**src/rtl/seg_scan_ctrl_if.sv**
```systemverilog
// Bus bundle for seg_scan_ctrl: load handshake, display data and the multiplexed
// anode/segment drive. The master side drives data in; the slave is the controller.
interface seg_scan_ctrl_if;
    logic        load;
    logic [15:0] digits_in;
    logic [3:0]  dp_in;
    logic [3:0]  en_mask;
    logic        ready;
    logic        frame_done;
    logic        AN0;
    logic        AN1;
    logic        AN2;
    logic        AN3;
    logic [6:0]  LEDout;
    logic        DP;

    modport master (
        output load, digits_in, dp_in, en_mask,
        input  ready, frame_done, AN0, AN1, AN2, AN3, LEDout, DP
    );

    modport slave (
        input  load, digits_in, dp_in, en_mask,
        output ready, frame_done, AN0, AN1, AN2, AN3, LEDout, DP
    );
endinterface

```
**src/rtl/seg_scan_ctrl.sv**
```systemverilog
// Four-digit multiplexed 7-segment scan controller with frame-synchronous data update.
// Optional macro LEADING_ZERO_BLANK_EN suppresses leading zeros on digits 3..1.
module seg_scan_ctrl #(
    parameter int unsigned DIV_WIDTH    = 16,
    parameter int unsigned BLANK_CYCLES = 64
) (
    input logic            clk_in,
    input logic            rst,
    seg_scan_ctrl_if.slave bus
);
    localparam int unsigned   CW         = (DIV_WIDTH > 8) ? DIV_WIDTH : 8;
    localparam logic [CW-1:0] BLANK_LAST = CW'(BLANK_CYCLES - 1);
    localparam logic [CW-1:0] DRIVE_LAST = CW'((64'd1 << DIV_WIDTH) - 64'd1);

    typedef enum logic {
        BLANK,
        DRIVE
    } state_t;

    state_t        state_q, state_d;
    logic [1:0]    idx_q, idx_d;
    logic [CW-1:0] cnt_q, cnt_d;
    logic          boundary;

    logic [15:0]   sh_digits, pend_digits;
    logic [3:0]    sh_dp, pend_dp;
    logic [3:0]    sh_en, pend_en;
    logic          pend_valid;

    logic [3:0]    an_q, an_d;
    logic [6:0]    led_q, led_d;
    logic          dp_q, dp_d;
    logic [3:0]    nib;
    logic          show;

    function automatic logic [6:0] hex_glyph(input logic [3:0] v);
        logic [6:0] g;
        case (v)
            4'h0: g = 7'b1000000;
            4'h1: g = 7'b1111001;
            4'h2: g = 7'b0100100;
            4'h3: g = 7'b0110000;
            4'h4: g = 7'b0011001;
            4'h5: g = 7'b0010010;
            4'h6: g = 7'b0000010;
            4'h7: g = 7'b1111000;
            4'h8: g = 7'b0000000;
            4'h9: g = 7'b0010000;
            4'hA: g = 7'b0001000;
            4'hB: g = 7'b0000011;
            4'hC: g = 7'b1000110;
            4'hD: g = 7'b0100001;
            4'hE: g = 7'b0000110;
            default: g = 7'b0001110;
        endcase
        return g;
    endfunction

    always_ff @(posedge clk_in) begin
        if (rst) begin
            state_q <= BLANK;
            idx_q   <= '0;
            cnt_q   <= '0;
        end else begin
            state_q <= state_d;
            idx_q   <= idx_d;
            cnt_q   <= cnt_d;
        end
    end

    always_comb begin
        state_d  = state_q;
        idx_d    = idx_q;
        cnt_d    = cnt_q + 1'b1;
        boundary = 1'b0;
        case (state_q)
            BLANK: begin
                if (cnt_q == BLANK_LAST) begin
                    state_d = DRIVE;
                    cnt_d   = '0;
                end
            end
            DRIVE: begin
                if (cnt_q == DRIVE_LAST) begin
                    state_d  = BLANK;
                    cnt_d    = '0;
                    idx_d    = idx_q + 2'd1;
                    boundary = (idx_q == 2'd3);
                end
            end
            default: begin
                state_d = BLANK;
                cnt_d   = '0;
            end
        endcase
    end

    // A pending update only lands on the frame boundary; a load taken on the
    // boundary itself finds pend_valid low there and so waits a full frame.
    always_ff @(posedge clk_in) begin
        if (rst) begin
            sh_digits   <= '0;
            sh_dp       <= '0;
            sh_en       <= '0;
            pend_digits <= '0;
            pend_dp     <= '0;
            pend_en     <= '0;
            pend_valid  <= 1'b0;
        end else if (boundary && pend_valid) begin
            sh_digits  <= pend_digits;
            sh_dp      <= pend_dp;
            sh_en      <= pend_en;
            pend_valid <= 1'b0;
        end else if (bus.load && !pend_valid) begin
            pend_digits <= bus.digits_in;
            pend_dp     <= bus.dp_in;
            pend_en     <= bus.en_mask;
            pend_valid  <= 1'b1;
        end
    end

    assign nib = sh_digits[{idx_d, 2'b00} +: 4];

`ifdef LEADING_ZERO_BLANK_EN
    logic [3:0] zero_or_off;
    logic [3:0] lead_zero;
    always_comb begin
        for (int unsigned i = 0; i < 4; i++) begin
            zero_or_off[i] = ~sh_en[i] | (sh_digits[4*i +: 4] == 4'h0);
        end
        lead_zero[3] = (sh_digits[15:12] == 4'h0);
        lead_zero[2] = (sh_digits[11:8] == 4'h0) & zero_or_off[3];
        lead_zero[1] = (sh_digits[7:4] == 4'h0) & zero_or_off[3] & zero_or_off[2];
        lead_zero[0] = 1'b0;
        show         = ~lead_zero[idx_d];
    end
`else
    assign show = 1'b1;
`endif

    // Outputs are computed from the next state so the registered drive lines up
    // with the FSM state in the same cycle.
    always_comb begin
        an_d  = 4'hF;
        led_d = 7'h7F;
        dp_d  = 1'b1;
        if (state_d == DRIVE && sh_en[idx_d]) begin
            if (show) begin
                an_d[idx_d] = 1'b0;
                led_d       = hex_glyph(nib);
                dp_d        = ~sh_dp[idx_d];
            end else if (sh_dp[idx_d]) begin
                an_d[idx_d] = 1'b0;
                dp_d        = 1'b0;
            end
        end
    end

    always_ff @(posedge clk_in) begin
        if (rst) begin
            an_q  <= 4'hF;
            led_q <= 7'h7F;
            dp_q  <= 1'b1;
        end else begin
            an_q  <= an_d;
            led_q <= led_d;
            dp_q  <= dp_d;
        end
    end

    assign bus.ready      = ~pend_valid;
    assign bus.frame_done = boundary;
    assign bus.AN0        = an_q[0];
    assign bus.AN1        = an_q[1];
    assign bus.AN2        = an_q[2];
    assign bus.AN3        = an_q[3];
    assign bus.LEDout     = led_q;
    assign bus.DP         = dp_q;
endmodule
```
**src/flat_wrapper.sv**
```systemverilog
// flat-port wrapper written by rule: the top's interface ports become plain ports
module seg_scan_ctrl_flat 
#(
    parameter int unsigned DIV_WIDTH    = 16,
    parameter int unsigned BLANK_CYCLES = 64
)
  (clk_in, rst, bus_load, bus_digits_in, bus_dp_in, bus_en_mask, bus_ready, bus_frame_done, bus_AN0, bus_AN1, bus_AN2, bus_AN3, bus_LEDout, bus_DP);
  seg_scan_ctrl_if bus_i ();
  input logic clk_in;
  input logic rst;
  input wire logic [$bits(bus_i.load)-1:0] bus_load;
  input wire logic [$bits(bus_i.digits_in)-1:0] bus_digits_in;
  input wire logic [$bits(bus_i.dp_in)-1:0] bus_dp_in;
  input wire logic [$bits(bus_i.en_mask)-1:0] bus_en_mask;
  output wire logic [$bits(bus_i.ready)-1:0] bus_ready;
  output wire logic [$bits(bus_i.frame_done)-1:0] bus_frame_done;
  output wire logic [$bits(bus_i.AN0)-1:0] bus_AN0;
  output wire logic [$bits(bus_i.AN1)-1:0] bus_AN1;
  output wire logic [$bits(bus_i.AN2)-1:0] bus_AN2;
  output wire logic [$bits(bus_i.AN3)-1:0] bus_AN3;
  output wire logic [$bits(bus_i.LEDout)-1:0] bus_LEDout;
  output wire logic [$bits(bus_i.DP)-1:0] bus_DP;
  assign bus_i.load = bus_load;
  assign bus_i.digits_in = bus_digits_in;
  assign bus_i.dp_in = bus_dp_in;
  assign bus_i.en_mask = bus_en_mask;
  assign bus_ready = bus_i.ready;
  assign bus_frame_done = bus_i.frame_done;
  assign bus_AN0 = bus_i.AN0;
  assign bus_AN1 = bus_i.AN1;
  assign bus_AN2 = bus_i.AN2;
  assign bus_AN3 = bus_i.AN3;
  assign bus_LEDout = bus_i.LEDout;
  assign bus_DP = bus_i.DP;
  seg_scan_ctrl #(.DIV_WIDTH(DIV_WIDTH), .BLANK_CYCLES(BLANK_CYCLES)) u_core (.clk_in(clk_in), .rst(rst), .bus(bus_i));
endmodule
```
**config.mk**
```make
export PLATFORM = sky130hd
export DESIGN_NAME = seg_scan_ctrl_flat
export DESIGN_NICKNAME = d
export VERILOG_FILES = /design/src/rtl/seg_scan_ctrl_if.sv /design/src/rtl/seg_scan_ctrl.sv /design/src/flat_wrapper.sv
export SDC_FILE = /design/constraint.sdc
export NUM_CORES = 1
export LEC_CHECK = 0
export BUFFER_PORTS_ARGS = -buffer_cell sky130_fd_sc_hd__buf_2
export CAP_MARGIN = 20
export CORE_UTILIZATION = 35
export DETAILED_ROUTE_END_ITERATION = 16
export GPL_TIMING_DRIVEN = 0
export PLACE_DENSITY = 0.5
export SYNTH_ARGS = -nofsm -noshare
export SYNTH_HDL_FRONTEND = slang
export SYNTH_SLANG_ARGS = --single-unit
```
**constraint.sdc**
```tcl
create_clock -name clk_in -period 7.4 [get_ports clk_in]
set_input_delay 1.48 -clock clk_in [delete_from_list [all_inputs] [get_ports clk_in]]
set_output_delay 1.48 -clock clk_in [all_outputs]
set_load 0.1 [all_outputs]
```
==> results.txt <==
clock root cell: clkbuf_8
Die W: 102 microns
Starting Density: 0.360
Yosys reg bits: 80
share of cells above drive strength 1: 0.165
nets: 503
First-pass DRT Iterations: 4
DR WL/cell: 12.3 microns
Hold Crit Start: u_core.sh_en[0]$_SDFFE_PP0P_
dpl hpwl: 5.64 mm
Main synth FF type: dfxtp_1
count leader, synth: nand2_1
Final Hold Viols: 0
Final Cycle Share: 0.530
Lkg Pwr: 1.50 nW
largest net degree at the start of global routing: 16
Final Skew: 10.5 ps
vias: 2867
critical path class: flip-flop to output pin
Core ar.: 9730 sq um
GRT Util Overall: 0.162
Hold Path End: u_core.sh_en[0]$_SDFFE_PP0P_
fraction of the yosys area taken by sequential cells: 0.457
clock sink count: 80
worst slew pin tran: 603 ps
synth unique cells: 51
RSZ-0062 raised after global routing: false
Worst Setup Start Kind: flip-flop
FF-to-FF path depth: 11
mapped cell area: 3500 sq um
Tot Pwr: 0.785 mW
Fill cells: 1070
Max VDD drop: 0.000114 V
Cells after DPL: 590
Comb power frac: 0.045
CTS tree: yes
DP Area: 3860 sq um
vias in the first global route: 2732
ys async rst share: 0
Worst Setup End Kind: output pin
pre-CTS WS: 3860 ps
EDFF count, synth: 0
cells along the critical path: ha_1, nand2_1, nor4_2, buf_2, and3_1, buf_2
Pins Over Slew Limit: 0
Std-Cell Rows: 36
Fmax achieved: 255 MHz
hold crit path type: flip-flop to flip-flop
Commonest cells post-synth: nand2_1 (115), dfxtp_1 (80), a21oi_1 (50), nor2_1 (32), clkbuf_1 (18)
RR Startpoint: u_core.cnt_q[0]$_SDFF_PP0_
Worst Path Required: 5920 ps
area delta synth->final: 15.7%
die area: 10400 sq um
crit path DAT: 2440 ps
Mapped Avg Cell Area: 8.38 sq um
CTS buffer count: 9
most frequent CP cell: buf_2
drc violations: 0
Period minus WS final: 3920 ps
Post-Syn Nets: 453
Worst Hold Depth: 2
CTS H-tree depth: 3
gpl congestion: 0.850
Power Dens Cells: 194 nW/um^2
Pint: 0.587 mW
fin util: 0.417
MaxCap Viol Count: 0
Design Area, Final: 4050 sq um
Post-CTS Repair Setup Buffers: 0
Boundary Pins: 41
Max FO, Critical Path: 10
CTS resizes: 0
Max Buffers Root-to-Sink: 2
Detailed Route Iter0 Violations: 78
post-synth top area cell: dfxtp_1
IO Port Bufs: 39
outcome: completed
warnings from Yosys: 0
Hold WS: 456 ps
crit-path leading delay family: buffers and inverters
CP peak stage delay: 440 ps
post-route insts no fill: 606
FF-to-FF End: u_core.bus.LEDout[3]$_SDFF_PP1_
die height: 102 microns
clock transition at the registers of the reported paths: 80 ps
hold_buf cts: 0
clock network power share: 0.388
Via density: 4.73
remaining antenna violation count: 0
CP max-delay cell: buf_2
post-synthesis cell count: 418
initial antenna violation count: 0
# diodes: 0
Area contributors post-synth: dfxtp_1 (46%), nand2_1 (12%), a21oi_1 (7.1%), nor2_1 (3.4%), ha_1 (2.9%)
Reg power frac: 0.567
buffer and inverter count on the worst path: 2
Critical path origin: u_core.cnt_q[0]$_SDFF_PP0_
grt ovf: 0
final setup fails: 0
reg-to-reg slack, setup: 4130 ps
setup_tns: 0 ps
post-route worst setup slack: 3480 ps
net load switching power: 0.198 mW
Yosys top cell area share: 0.457
Slew Limit Headroom: 0.595
switching share of power: 0.252
global-route wire length before repair: 13.0 mm
total wire length: 7.43 mm
Worst-Skew Late Latency: 360 ps
## registers in the layout (all words and copies together) (netlist names), 2 cells and up
signal / flops
u_core.sh_dp: 4
u_core.sh_en: 4
u_core.pend_dp: 4
u_core.cnt_q: 16
u_core.idx_q: 2
u_core.sh_digits: 16
u_core.pend_en: 4
u_core.pend_digits: 16
u_core.an_q: 4
u_core.bus.LEDout: 7
## cells by family (layout without fill, tap and decap cells)
| family | count (synthesis) | after routing | synth area share |
|---|---|---|---|
| flip-flops | 80 | 80 | 0.457 |
| AO/OA/AOI/OAI | 71 | 71 | 0.133 |
| multiplexers | 11 | 11 | 0.0446 |
| adder cells (fa/ha/maj) | 8 | 8 | 0.0286 |
| AND/OR/NAND/NOR | 201 | 201 | 0.260 |
| buffers and inverters | 32 | 87 | 0.0396 |
| XOR/XNOR | 15 | 15 | 0.0375 |
## worst min-delay path, delay by kind of cell, from the launching register on
family | cells | cell delay, ps
flops | 1 | 310
simple gates | 1 | 50
compound gates | 1 | 50
## layout by cell type, fill, tap and decap left out, drive strengths merged, types with 4 or more instances in the layout
cell,instances
nand3,12
ha,8
clkbuf,28
and2,5
inv,11
dfxtp,80
mux2i,8
o221ai,4
a21oi,51
xnor2,6
xor2,9
buf,44
nor4,5
nor2,34
nand2,115
nor3,8
and3,6
## power groups by stage
stage / registers [mW] / clock network (mW) / logic, mW
after floorplan: 0.453 / 0 / 0.0233
after global placement: 0.455 / 0 / 0.0358
after detailed placement: 0.455 / 0 / 0.0361
after CTS: 0.445 / 0.317 / 0.0362
after global routing: 0.446 / 0.337 / 0.0413
final: 0.445 / 0.305 / 0.0353
## layout make-up
class	count	area, sq um	share of cell area
inverter	9	33.8	0.00833
tap	133	166	0.0410
clock inverter	6	51.3	0.0127
timing repair buffer	39	195	0.0481
clock buffer	10	138	0.0340
buffer	23	105	0.0259
multi-input combinational	306	1760	0.435
sequential	80	1600	0.395
## how the worst max path moves through the flow
| stage | end | slack, ps | cells after the start |
|---|---|---|---|
| after floorplan | bus_frame_done | 3920 | 5 |
| after global placement | bus_frame_done | 3840 | 6 |
| after detailed placement | bus_frame_done | 3860 | 6 |
| after CTS | bus_frame_done | 3450 | 6 |
| after global routing | bus_frame_done | 3250 | 6 |
| final | bus_frame_done | 3480 | 6 |
## routing by layer
layer | track usage | up-vias | wire, microns
li1 | - | 1515 | -
met1 | 0.208 | 1285 | 3590
met2 | 0.257 | 51 | 3350
met3 | 0.0363 | 16 | 300
met4 | 0.0769 | 0 | 182
met5 | 0 | - | 0
Power figures use the tool's default switching activity.
